File: config.mk
export PLATFORM = sky130hd
export DESIGN_NAME = hazard_stall_ctrl_flat
export DESIGN_NICKNAME = d
export VERILOG_FILES = /design/src/rtl/hazard_stall_ctrl_if.sv /design/src/rtl/hazard_stall_ctrl.sv /design/src/flat_wrapper.sv
export SDC_FILE = /design/constraint.sdc
export NUM_CORES = 1
export LEC_CHECK = 0
export BUFFER_PORTS_ARGS = -buffer_cell sky130_fd_sc_hd__buf_2
export CORE_MARGIN = 2
export CORE_UTILIZATION = 37
export CTS_BUF_LIST = sky130_fd_sc_hd__clkbuf_16
export CTS_CLUSTER_DIAMETER = 30
export CTS_CLUSTER_SIZE = 8
export DETAILED_ROUTE_END_ITERATION = 10
export PLACE_DENSITY = 0.67
export SLEW_MARGIN = 40
export SYNTH_ARGS = -nofsm -noshare
export SYNTH_HDL_FRONTEND = slang
export SYNTH_SLANG_ARGS = --single-unit
File: constraint.sdc
create_clock -name clk -period 4.3 [get_ports clk]
set_clock_uncertainty 0.15 [all_clocks]
set_input_delay 0.645 -clock clk [delete_from_list [all_inputs] [get_ports clk]]
set_output_delay 0.645 -clock clk [all_outputs]
set_load 0.01 [all_outputs]
File: src/rtl/hazard_stall_ctrl_if.sv
`default_nettype none
// ============================================================================
//  Module      : hazard_stall_ctrl_if
//  Description : Bundle between the decode stage and the hazard/stall
//                sequencer. Carries decode's register usage, the EX branch
//                result, the memory stall, and the returned pipeline controls.
//  Ports       : master - decode/EX/memory side; drives dec_*, br_taken,
//                         mem_stall, cnt_clr and receives the controls
//                slave  - sequencer side; the mirror image
//  Revision    : 1.0 - initial release
// ============================================================================
interface hazard_stall_ctrl_if;
    logic        dec_valid;
    logic [4:0]  dec_rs1;
    logic [4:0]  dec_rs2;
    logic        dec_use_rs1;
    logic        dec_use_rs2;
    logic [4:0]  dec_rd;
    logic        dec_en_reg_wr;
    logic        dec_is_load;
    logic        br_taken;
    logic        mem_stall;
    logic        cnt_clr;
    logic        stall;
    logic        bubble;
    logic        flush;
    logic [15:0] stall_count;

    modport master (
        output dec_valid, dec_rs1, dec_rs2, dec_use_rs1, dec_use_rs2,
               dec_rd, dec_en_reg_wr, dec_is_load, br_taken, mem_stall, cnt_clr,
        input  stall, bubble, flush, stall_count
    );

    modport slave (
        input  dec_valid, dec_rs1, dec_rs2, dec_use_rs1, dec_use_rs2,
               dec_rd, dec_en_reg_wr, dec_is_load, br_taken, mem_stall, cnt_clr,
        output stall, bubble, flush, stall_count
    );
endinterface
`default_nettype wire

File: src/rtl/hazard_stall_ctrl.sv
`default_nettype none
// ============================================================================
//  Module      : hazard_stall_ctrl
//  Description : Decode-stage pipeline sequencer. Keeps a shift-register
//                scoreboard of in-flight register writes (EX..WB), detects
//                read-after-write hazards against decode's source registers,
//                and produces the fetch/decode stall, the EX bubble and the
//                branch flush. Also keeps a saturating hazard-stall counter.
//  Ports       : clk  - clock
//                rst  - synchronous reset, active high
//                bus  - hazard_stall_ctrl_if.slave (decode inputs, branch,
//                       memory stall, counter clear; stall/bubble/flush/count)
//  Parameters  : DEPTH     - scoreboard slots between decode and writeback
//                FWD_EN    - 1: only load-use in EX stalls; 0: any match stalls
//                FLUSH_LEN - flush cycles after a taken branch (1..7)
//  Revision    : 1.0 - initial release
// ============================================================================
module hazard_stall_ctrl #(
    parameter int DEPTH     = 3,
    parameter int FWD_EN    = 0,
    parameter int FLUSH_LEN = 2
) (
    input  wire logic          clk,
    input  wire logic          rst,
    hazard_stall_ctrl_if.slave bus
);

    localparam logic [2:0]  C_FLUSH_RELOAD = 3'(FLUSH_LEN - 1);
    localparam logic [15:0] C_CNT_MAX      = 16'hFFFF;

    // ------------------------------------------------------------------
    // State
    // ------------------------------------------------------------------
    // Slot 0 is the instruction currently in EX; higher slots are older.
    logic [DEPTH-1:0]      r_sb_v;
    logic [DEPTH-1:0][4:0] r_sb_rd;
    // Only EX's load flag is ever consulted: once a load has left EX its
    // data is available to the forwarding network, so older slots need no
    // load marker.
    logic                  r_sb0_ld;
    logic [2:0]            r_flush_cnt;
    logic [15:0]           r_stall_count;

    // ------------------------------------------------------------------
    // Hazard detection
    // ------------------------------------------------------------------
    logic             w_rs1_live;
    logic             w_rs2_live;
    logic [DEPTH-1:0] w_slot_match;
    logic             w_match_any;
    logic             w_match_load0;
    logic             w_hazard_src;
    logic             w_flush;
    logic             w_hazard;
    logic             w_bubble;
    logic             w_sb0_v;

    // x0 is hardwired to zero, so reading it can never depend on a producer.
    assign w_rs1_live = bus.dec_use_rs1 & (bus.dec_rs1 != 5'd0);
    assign w_rs2_live = bus.dec_use_rs2 & (bus.dec_rs2 != 5'd0);

    always_comb begin
        w_slot_match = '0;
        for (int i = 0; i < DEPTH; i++) begin
            w_slot_match[i] = r_sb_v[i] &
                              ((w_rs1_live & (r_sb_rd[i] == bus.dec_rs1)) |
                               (w_rs2_live & (r_sb_rd[i] == bus.dec_rs2)));
        end
    end

    assign w_match_any   = |w_slot_match;
    assign w_match_load0 = w_slot_match[0] & r_sb0_ld;

    // With forwarding only a load in EX cannot supply its result in time.
    assign w_hazard_src = (FWD_EN != 0) ? w_match_load0 : w_match_any;

    // A taken branch flushes in the same cycle it resolves, then the counter
    // keeps the flush up for the remaining FLUSH_LEN-1 cycles.
    assign w_flush = (r_flush_cnt != 3'd0) | bus.br_taken;

    // Decode being squashed by a flush wins over any hazard it might carry.
    assign w_hazard = bus.dec_valid & ~w_flush & w_hazard_src;

    // While memory freezes the pipe, EX keeps its instruction, so no NOP.
    assign w_bubble = (w_hazard | w_flush) & ~bus.mem_stall;

    // A squashed or x0-writing instruction never occupies a valid slot.
    assign w_sb0_v = bus.dec_valid & bus.dec_en_reg_wr &
                     (bus.dec_rd != 5'd0) & ~w_bubble;

    // ------------------------------------------------------------------
    // Sequential update
    // ------------------------------------------------------------------
    always_ff @(posedge clk) begin
        if (rst) begin
            r_sb_v        <= '0;
            r_sb_rd       <= '0;
            r_sb0_ld      <= 1'b0;
            r_flush_cnt   <= 3'd0;
            r_stall_count <= 16'd0;
        end else if (!bus.mem_stall) begin
            for (int i = DEPTH - 1; i > 0; i--) begin
                r_sb_v[i]  <= r_sb_v[i-1];
                r_sb_rd[i] <= r_sb_rd[i-1];
            end
            r_sb_v[0]  <= w_sb0_v;
            r_sb_rd[0] <= bus.dec_rd;
            r_sb0_ld   <= bus.dec_is_load;

            // A new branch during an active flush restarts the window.
            if (bus.br_taken) begin
                r_flush_cnt <= C_FLUSH_RELOAD;
            end else if (r_flush_cnt != 3'd0) begin
                r_flush_cnt <= r_flush_cnt - 3'd1;
            end

            if (bus.cnt_clr) begin
                r_stall_count <= 16'd0;
            end else if (w_hazard && (r_stall_count != C_CNT_MAX)) begin
                r_stall_count <= r_stall_count + 16'd1;
            end
        end
    end

    // ------------------------------------------------------------------
    // Outputs (forced quiet while reset is asserted)
    // ------------------------------------------------------------------
    assign bus.stall       = ~rst & (w_hazard | bus.mem_stall);
    assign bus.bubble      = ~rst & w_bubble;
    assign bus.flush       = ~rst & w_flush;
    assign bus.stall_count = r_stall_count;

endmodule
`default_nettype wire
File: src/flat_wrapper.sv
// flat-port wrapper written by rule: the top's interface ports become plain ports
module hazard_stall_ctrl_flat 
#(
    parameter int DEPTH     = 3,
    parameter int FWD_EN    = 0,
    parameter int FLUSH_LEN = 2
)
  (clk, rst, bus_dec_valid, bus_dec_rs1, bus_dec_rs2, bus_dec_use_rs1, bus_dec_use_rs2, bus_dec_rd, bus_dec_en_reg_wr, bus_dec_is_load, bus_br_taken, bus_mem_stall, bus_cnt_clr, bus_stall, bus_bubble, bus_flush, bus_stall_count);
  hazard_stall_ctrl_if bus_i ();
  input  wire logic clk;
  input  wire logic rst;
  input wire logic [$bits(bus_i.dec_valid)-1:0] bus_dec_valid;
  input wire logic [$bits(bus_i.dec_rs1)-1:0] bus_dec_rs1;
  input wire logic [$bits(bus_i.dec_rs2)-1:0] bus_dec_rs2;
  input wire logic [$bits(bus_i.dec_use_rs1)-1:0] bus_dec_use_rs1;
  input wire logic [$bits(bus_i.dec_use_rs2)-1:0] bus_dec_use_rs2;
  input wire logic [$bits(bus_i.dec_rd)-1:0] bus_dec_rd;
  input wire logic [$bits(bus_i.dec_en_reg_wr)-1:0] bus_dec_en_reg_wr;
  input wire logic [$bits(bus_i.dec_is_load)-1:0] bus_dec_is_load;
  input wire logic [$bits(bus_i.br_taken)-1:0] bus_br_taken;
  input wire logic [$bits(bus_i.mem_stall)-1:0] bus_mem_stall;
  input wire logic [$bits(bus_i.cnt_clr)-1:0] bus_cnt_clr;
  output wire logic [$bits(bus_i.stall)-1:0] bus_stall;
  output wire logic [$bits(bus_i.bubble)-1:0] bus_bubble;
  output wire logic [$bits(bus_i.flush)-1:0] bus_flush;
  output wire logic [$bits(bus_i.stall_count)-1:0] bus_stall_count;
  assign bus_i.dec_valid = bus_dec_valid;
  assign bus_i.dec_rs1 = bus_dec_rs1;
  assign bus_i.dec_rs2 = bus_dec_rs2;
  assign bus_i.dec_use_rs1 = bus_dec_use_rs1;
  assign bus_i.dec_use_rs2 = bus_dec_use_rs2;
  assign bus_i.dec_rd = bus_dec_rd;
  assign bus_i.dec_en_reg_wr = bus_dec_en_reg_wr;
  assign bus_i.dec_is_load = bus_dec_is_load;
  assign bus_i.br_taken = bus_br_taken;
  assign bus_i.mem_stall = bus_mem_stall;
  assign bus_i.cnt_clr = bus_cnt_clr;
  assign bus_stall = bus_i.stall;
  assign bus_bubble = bus_i.bubble;
  assign bus_flush = bus_i.flush;
  assign bus_stall_count = bus_i.stall_count;
  hazard_stall_ctrl #(.DEPTH(DEPTH), .FWD_EN(FWD_EN), .FLUSH_LEN(FLUSH_LEN)) u_core (.clk(clk), .rst(rst), .bus(bus_i));
endmodule
## Yosys cells after proc, flatten, opt, wreduce, memory -nomap -nowiden

Index checks and enable logic that the tools add are counted.

- RAM bits: 0
- Input port bits: 25
- Logic and storage cells: 59
- Memories kept: 0
- Bits in registers: 37
- Bits in latches: 0
- ROM bits: 0

- Equal/unequal tests: 7
- Multipliers: 0
- $lt $le $gt $ge: 0
- Add/subtract/negate cells: 2
- Div/mod/pow operators: 0
- Muxes and demuxes: 4
- Bitwise logic cells: 30
- Reductions and logical operators: 10
- Shifts and indexed selects: 0

Operators with widths:

| kind | count |
|---|---|
| $mux W16 | 2 |
| $eq A5 B5 Y1 | 6 |
| $and A1 B1 Y1 | 20 |
| $add A16 B1 Y16 const B | 1 |
| $ne A16 B16 Y1 const B | 1 |
| $reduce_bool A5 Y1 | 3 |
| $mux W3 | 2 |
| $or A1 B1 Y1 | 6 |
| $not A1 Y1 | 4 |
| $reduce_and A2 Y1 | 2 |
| $reduce_bool A2 Y1 | 2 |
| $reduce_bool A3 Y1 | 1 |
| $reduce_or A3 Y1 | 1 |
| $sub A3 B1 Y3 const B | 1 |
| $logic_and A1 B1 Y1 | 1 |

## Depth between registers and ports, before layout

- Depth in word-level cells: 11
- Gate-level depth with buffers: 10

## Worst setup path after synthesis

Ideal clock, no wire load.

- Path type: input to output
- Start point: input port bus_dec_rs1[3]
- End point: output port bus_bubble
- Path slack: 1596 ps
- Cell stages on the path: 7
- Data arrival time: 1909 ps
- Cell sequence: xor2_1 -> nor4_1 -> and3_1 -> nor3_1 -> o22ai_2 -> nor3b_1 -> nor3_1

- Cells in the longest elaborated chain, start to end: 10
- Elaborated cells between the ends (all ways): 19

Ends and longest elaborated chain:

| element | RTL line | source |
|---|---|---|
| from (decl) | flat_wrapper.sv:13 | `input wire logic [$bits(bus_i.dec_rs1)-1:0] bus_dec_rs1;` |
| $reduce_bool A5 Y1 | hazard_stall_ctrl.sv:59 | `assign w_rs1_live = bus.dec_use_rs1 & (bus.dec_rs1 != 5'd0);` |
| $and A1 B1 Y1 | hazard_stall_ctrl.sv:59 |  |
| $and A1 B1 Y1 | hazard_stall_ctrl.sv:66 | `((w_rs1_live & (r_sb_rd[i] == bus.dec_rs1)) \|` |
| $or A1 B1 Y1 | hazard_stall_ctrl.sv:66 |  |
| $and A1 B1 Y1 | hazard_stall_ctrl.sv:65 | `w_slot_match[i] = r_sb_v[i] &` |
| $reduce_or A3 Y1 * | hazard_stall_ctrl.sv:71 | `assign w_match_any = \|w_slot_match;` |
| $and A1 B1 Y1 * | hazard_stall_ctrl.sv:82 | `assign w_hazard = bus.dec_valid & ~w_flush & w_hazard_src;` |
| $or A1 B1 Y1 * | hazard_stall_ctrl.sv:85 | `assign w_bubble = (w_hazard \| w_flush) & ~bus.mem_stall;` |
| $and A1 B1 Y1 * | hazard_stall_ctrl.sv:85 |  |
| $and A1 B1 Y1 * | hazard_stall_ctrl.sv:129 | `assign bus.bubble = ~rst & w_bubble;` |
| to (decl) | flat_wrapper.sv:24 | `output wire logic [$bits(bus_i.bubble)-1:0] bus_bubble;` |

Every way passes the cells marked *; elsewhere a longest branch is shown, timed or not.

## Final worst setup path

Same ends and word-level chain as after synthesis.

==> results.sh <==
export IMPL_drc=0
export IMPL_relSlewSlack_pct=48.6
export IMPL_ys_ff_latch=37
export IMPL_initial_core_util_pct=39.0
export IMPL_final_layout_size_suffix_gt1_share_pct=21.9
export IMPL_critPathKind="in2out"
export IMPL_max_cap_violations=0
export IMPL_drv_slew=0
export IMPL_num_nets_final=319
export IMPL_post_cts_buffers=0
export IMPL_wirelength_um=5260
export IMPL_hold_violations=0
export IMPL_worst_endpoint_arrival_ns=2.41
export IMPL_viasPerCell=5.51
export IMPL_grt_max_degree=38
export IMPL_yosysWarnings=0
export IMPL_drt_first_pass_iters=4
export IMPL_regArea_um2=741
export IMPL_clock_tree_root_cell="clkbuf_16"
export IMPL_n_fill_cell=573
export IMPL_diodes=0
export IMPL_syn2layout_area_growth_pct=20.0
export IMPL_pin_count=44
export IMPL_cts_buffer_depth=2
export IMPL_setup_viol=0
export IMPL_reg2reg_slack_ns=1.66
export IMPL_end_kind="primary output"
export IMPL_core_area_mm2=0.00561
export IMPL_grt_ovfl_total=0
export IMPL_period_share_pct=74.4
export IMPL_first_global_vias=1772
export IMPL_power_density_mw_per_mm2=329
export IMPL_yosysSeqAreaShare_pct=33.9
export IMPL_dieArea_mm2=0.00654
export IMPL_grt_usage_pct=16.7
export IMPL_drt_iter0_drc=144
export IMPL_postRouteAntennaNets=0
export IMPL_rows=27
export IMPL_synth_edf_count=0
export IMPL_path_max_fanout=7
export IMPL_final_util_pct=46.8
export IMPL_die_x_um=80.9
export IMPL_clock_latency_ns=0.28
export IMPL_grt_pass1_wl_um=8590
export IMPL_multi_input_area_mm2=0.00139
export IMPL_fin_setup_tns_ns=0
export IMPL_cts_htree_levels=2
export IMPL_syn_inst=250
export IMPL_synth_ff_type="dfxtp_1"
export IMPL_die_h_um=80.9
export IMPL_rsz0062_at_grt="false"
export IMPL_tritoncts="done"
export IMPL_leakage_nw=1.18
export IMPL_synth_cell_types=44
export IMPL_synth_nets=278
export IMPL_via_count=2006
export IMPL_clkTransAtPathRegs_ns=0.05
export IMPL_wl_per_cell_um=14.4
export IMPL_worst_endpoint_required_ns=3.50
export IMPL_holdBufCountCts=0
export IMPL_cts_resized=0
export IMPL_ys_async_sr_fraction_pct=0
export IMPL_hold_class="reg2reg"
export IMPL_status="completed"
export IMPL_dp_hpwl_um=3860
export IMPL_grt_antenna_before_repair=0
export IMPL_gp_congestion=0.832
export IMPL_clkSinkCount=37
export IMPL_avgSynthCellArea_um2=8.74
export IMPL_post_route_min_period_ns=3.20
export IMPL_start_kind="input port"
export IMPL_cts_buffers=5
export IMPL_ir_drop_mv=0.157
export IMPL_synth_area_mm2=0.00219
export IMPL_numPortBuffers=42
export IMPL_clock_fmax_mhz=312
export IMPL_tightest_slew_ns=0.771
-- flip-flops by register name, summed over array words and instances (netlist names) --
signal,count
u_core.bus.stall_count,16
u_core.r_sb_rd,15
u_core.r_flush_cnt,3
u_core.r_sb_v,3
-- final cells by class --
class	count	area share (%)
multi-input cells	198	53.0
clock inverters	3	1.57
repair buffers	42	8.02
well taps	72	3.44
flip-flops and latches	37	28.2
inverters	7	1.00
clock buffers	5	4.77
-- metrics by stage --
stage	setup WS (ns)	hold WS, ns	total power [W]	instances	cell area, µm²
2_1_floorplan	1.60	0.307	0.000422	250	2190
4_1_cts	1.11	0.350	0.000870	364	2620
6_report	1.10	0.342	0.000863	364	2620
5_1_grt	0.986	0.375	0.000904	364	2620
3_3_place_gp	1.23	0.320	0.000453	356	2460
3_5_place_dp	1.17	0.337	0.000455	356	2460
-- cell usage after synthesis, drive strengths merged, types with 4 or more instances --
master / n / area (µm²)
or3: 6 / 37.5
mux2i: 22 / 220
o41ai: 4 / 35.0
o2111ai: 4 / 47.6
nor3: 7 / 40.0
nand2: 15 / 56.3
xnor2: 6 / 52.6
nor2: 31 / 124
clkbuf: 5 / 18.8
a21oi: 6 / 30.0
xor2: 24 / 210
nand3: 9 / 50.1
and3: 14 / 87.6
nor4: 10 / 62.6
inv: 7 / 26.3
dfxtp: 37 / 741
-- worst paths after layout --
check	end	cells after the start	start
hold reg to reg	u_core.r_flush_cnt[1]$_SDFFE_PP0P_	2	u_core.r_flush_cnt[1]$_SDFFE_PP0P_
hold / removal	u_core.r_flush_cnt[1]$_SDFFE_PP0P_	2	u_core.r_flush_cnt[1]$_SDFFE_PP0P_
setup reg to reg	u_core.bus.stall_count[4]$_SDFFE_PP0P_	8	u_core.bus.stall_count[0]$_SDFFE_PP0P_
setup / recovery	bus_bubble	9	bus_dec_rs1[3]
-- worst max-delay path, stage by stage --
cell	delay, ns
buf_2	0.13
xor2_1	0.15
nor4_1	0.37
and3_1	0.28
nor3_1	0.08
o22ai_2	0.35
nor3b_1	0.10
nor3_1	0.14
buf_2	0.16
-- kinds of logic after synthesis --
group,share of synthesized area (%)
buffers and inverters,2.58
flip-flops,33.9
AND/OR/NAND/NOR,24.4
multiplexers,10.1
XOR/XNOR,12.0
adder cells (fa/ha/maj),1.72
AO/OA/AOI/OAI,15.3
-- per-layer routing --
layer	vias to the layer above	global-route usage [%]	wire length, µm
li1	1006	-	-
met3	7	3.44	208
met2	46	25.0	2400
met1	947	23.7	2570
met4	0	6.10	75
met5	-	0	0
-- power breakdown --
part | total, W | switching, W | internal (W)
Combinational | 0.0000890 | 0.0000514 | 0.0000376
Clock | 0.000415 | 0.000144 | 0.000271
Sequential | 0.000359 | 0.00000900 | 0.000350
-- cell usage in the layout, fill, tap and decap left out, drive strengths merged, types with 2 or more instances in the layout --
cell type	count
o31a	2
a21oi	6
a311oi	2
a31o	2
a21o	2
and3	14
a31oi	2
o41ai	4
or2	2
mux2i	22
inv	7
and2	2
o2111ai	4
a211oi	2
xnor2	6
a22oi	2
nand3	9
or4	3
or3	6
nand4	2
o21ai	2
o311ai	2
nand2	15
ha	3
buf	42
nor4	10
a211o	2
dfxtp	37
nor2	31
clkbuf	5
xor2	24
nor3	7
o211ai	2
(Power assumes the default switching activity.)
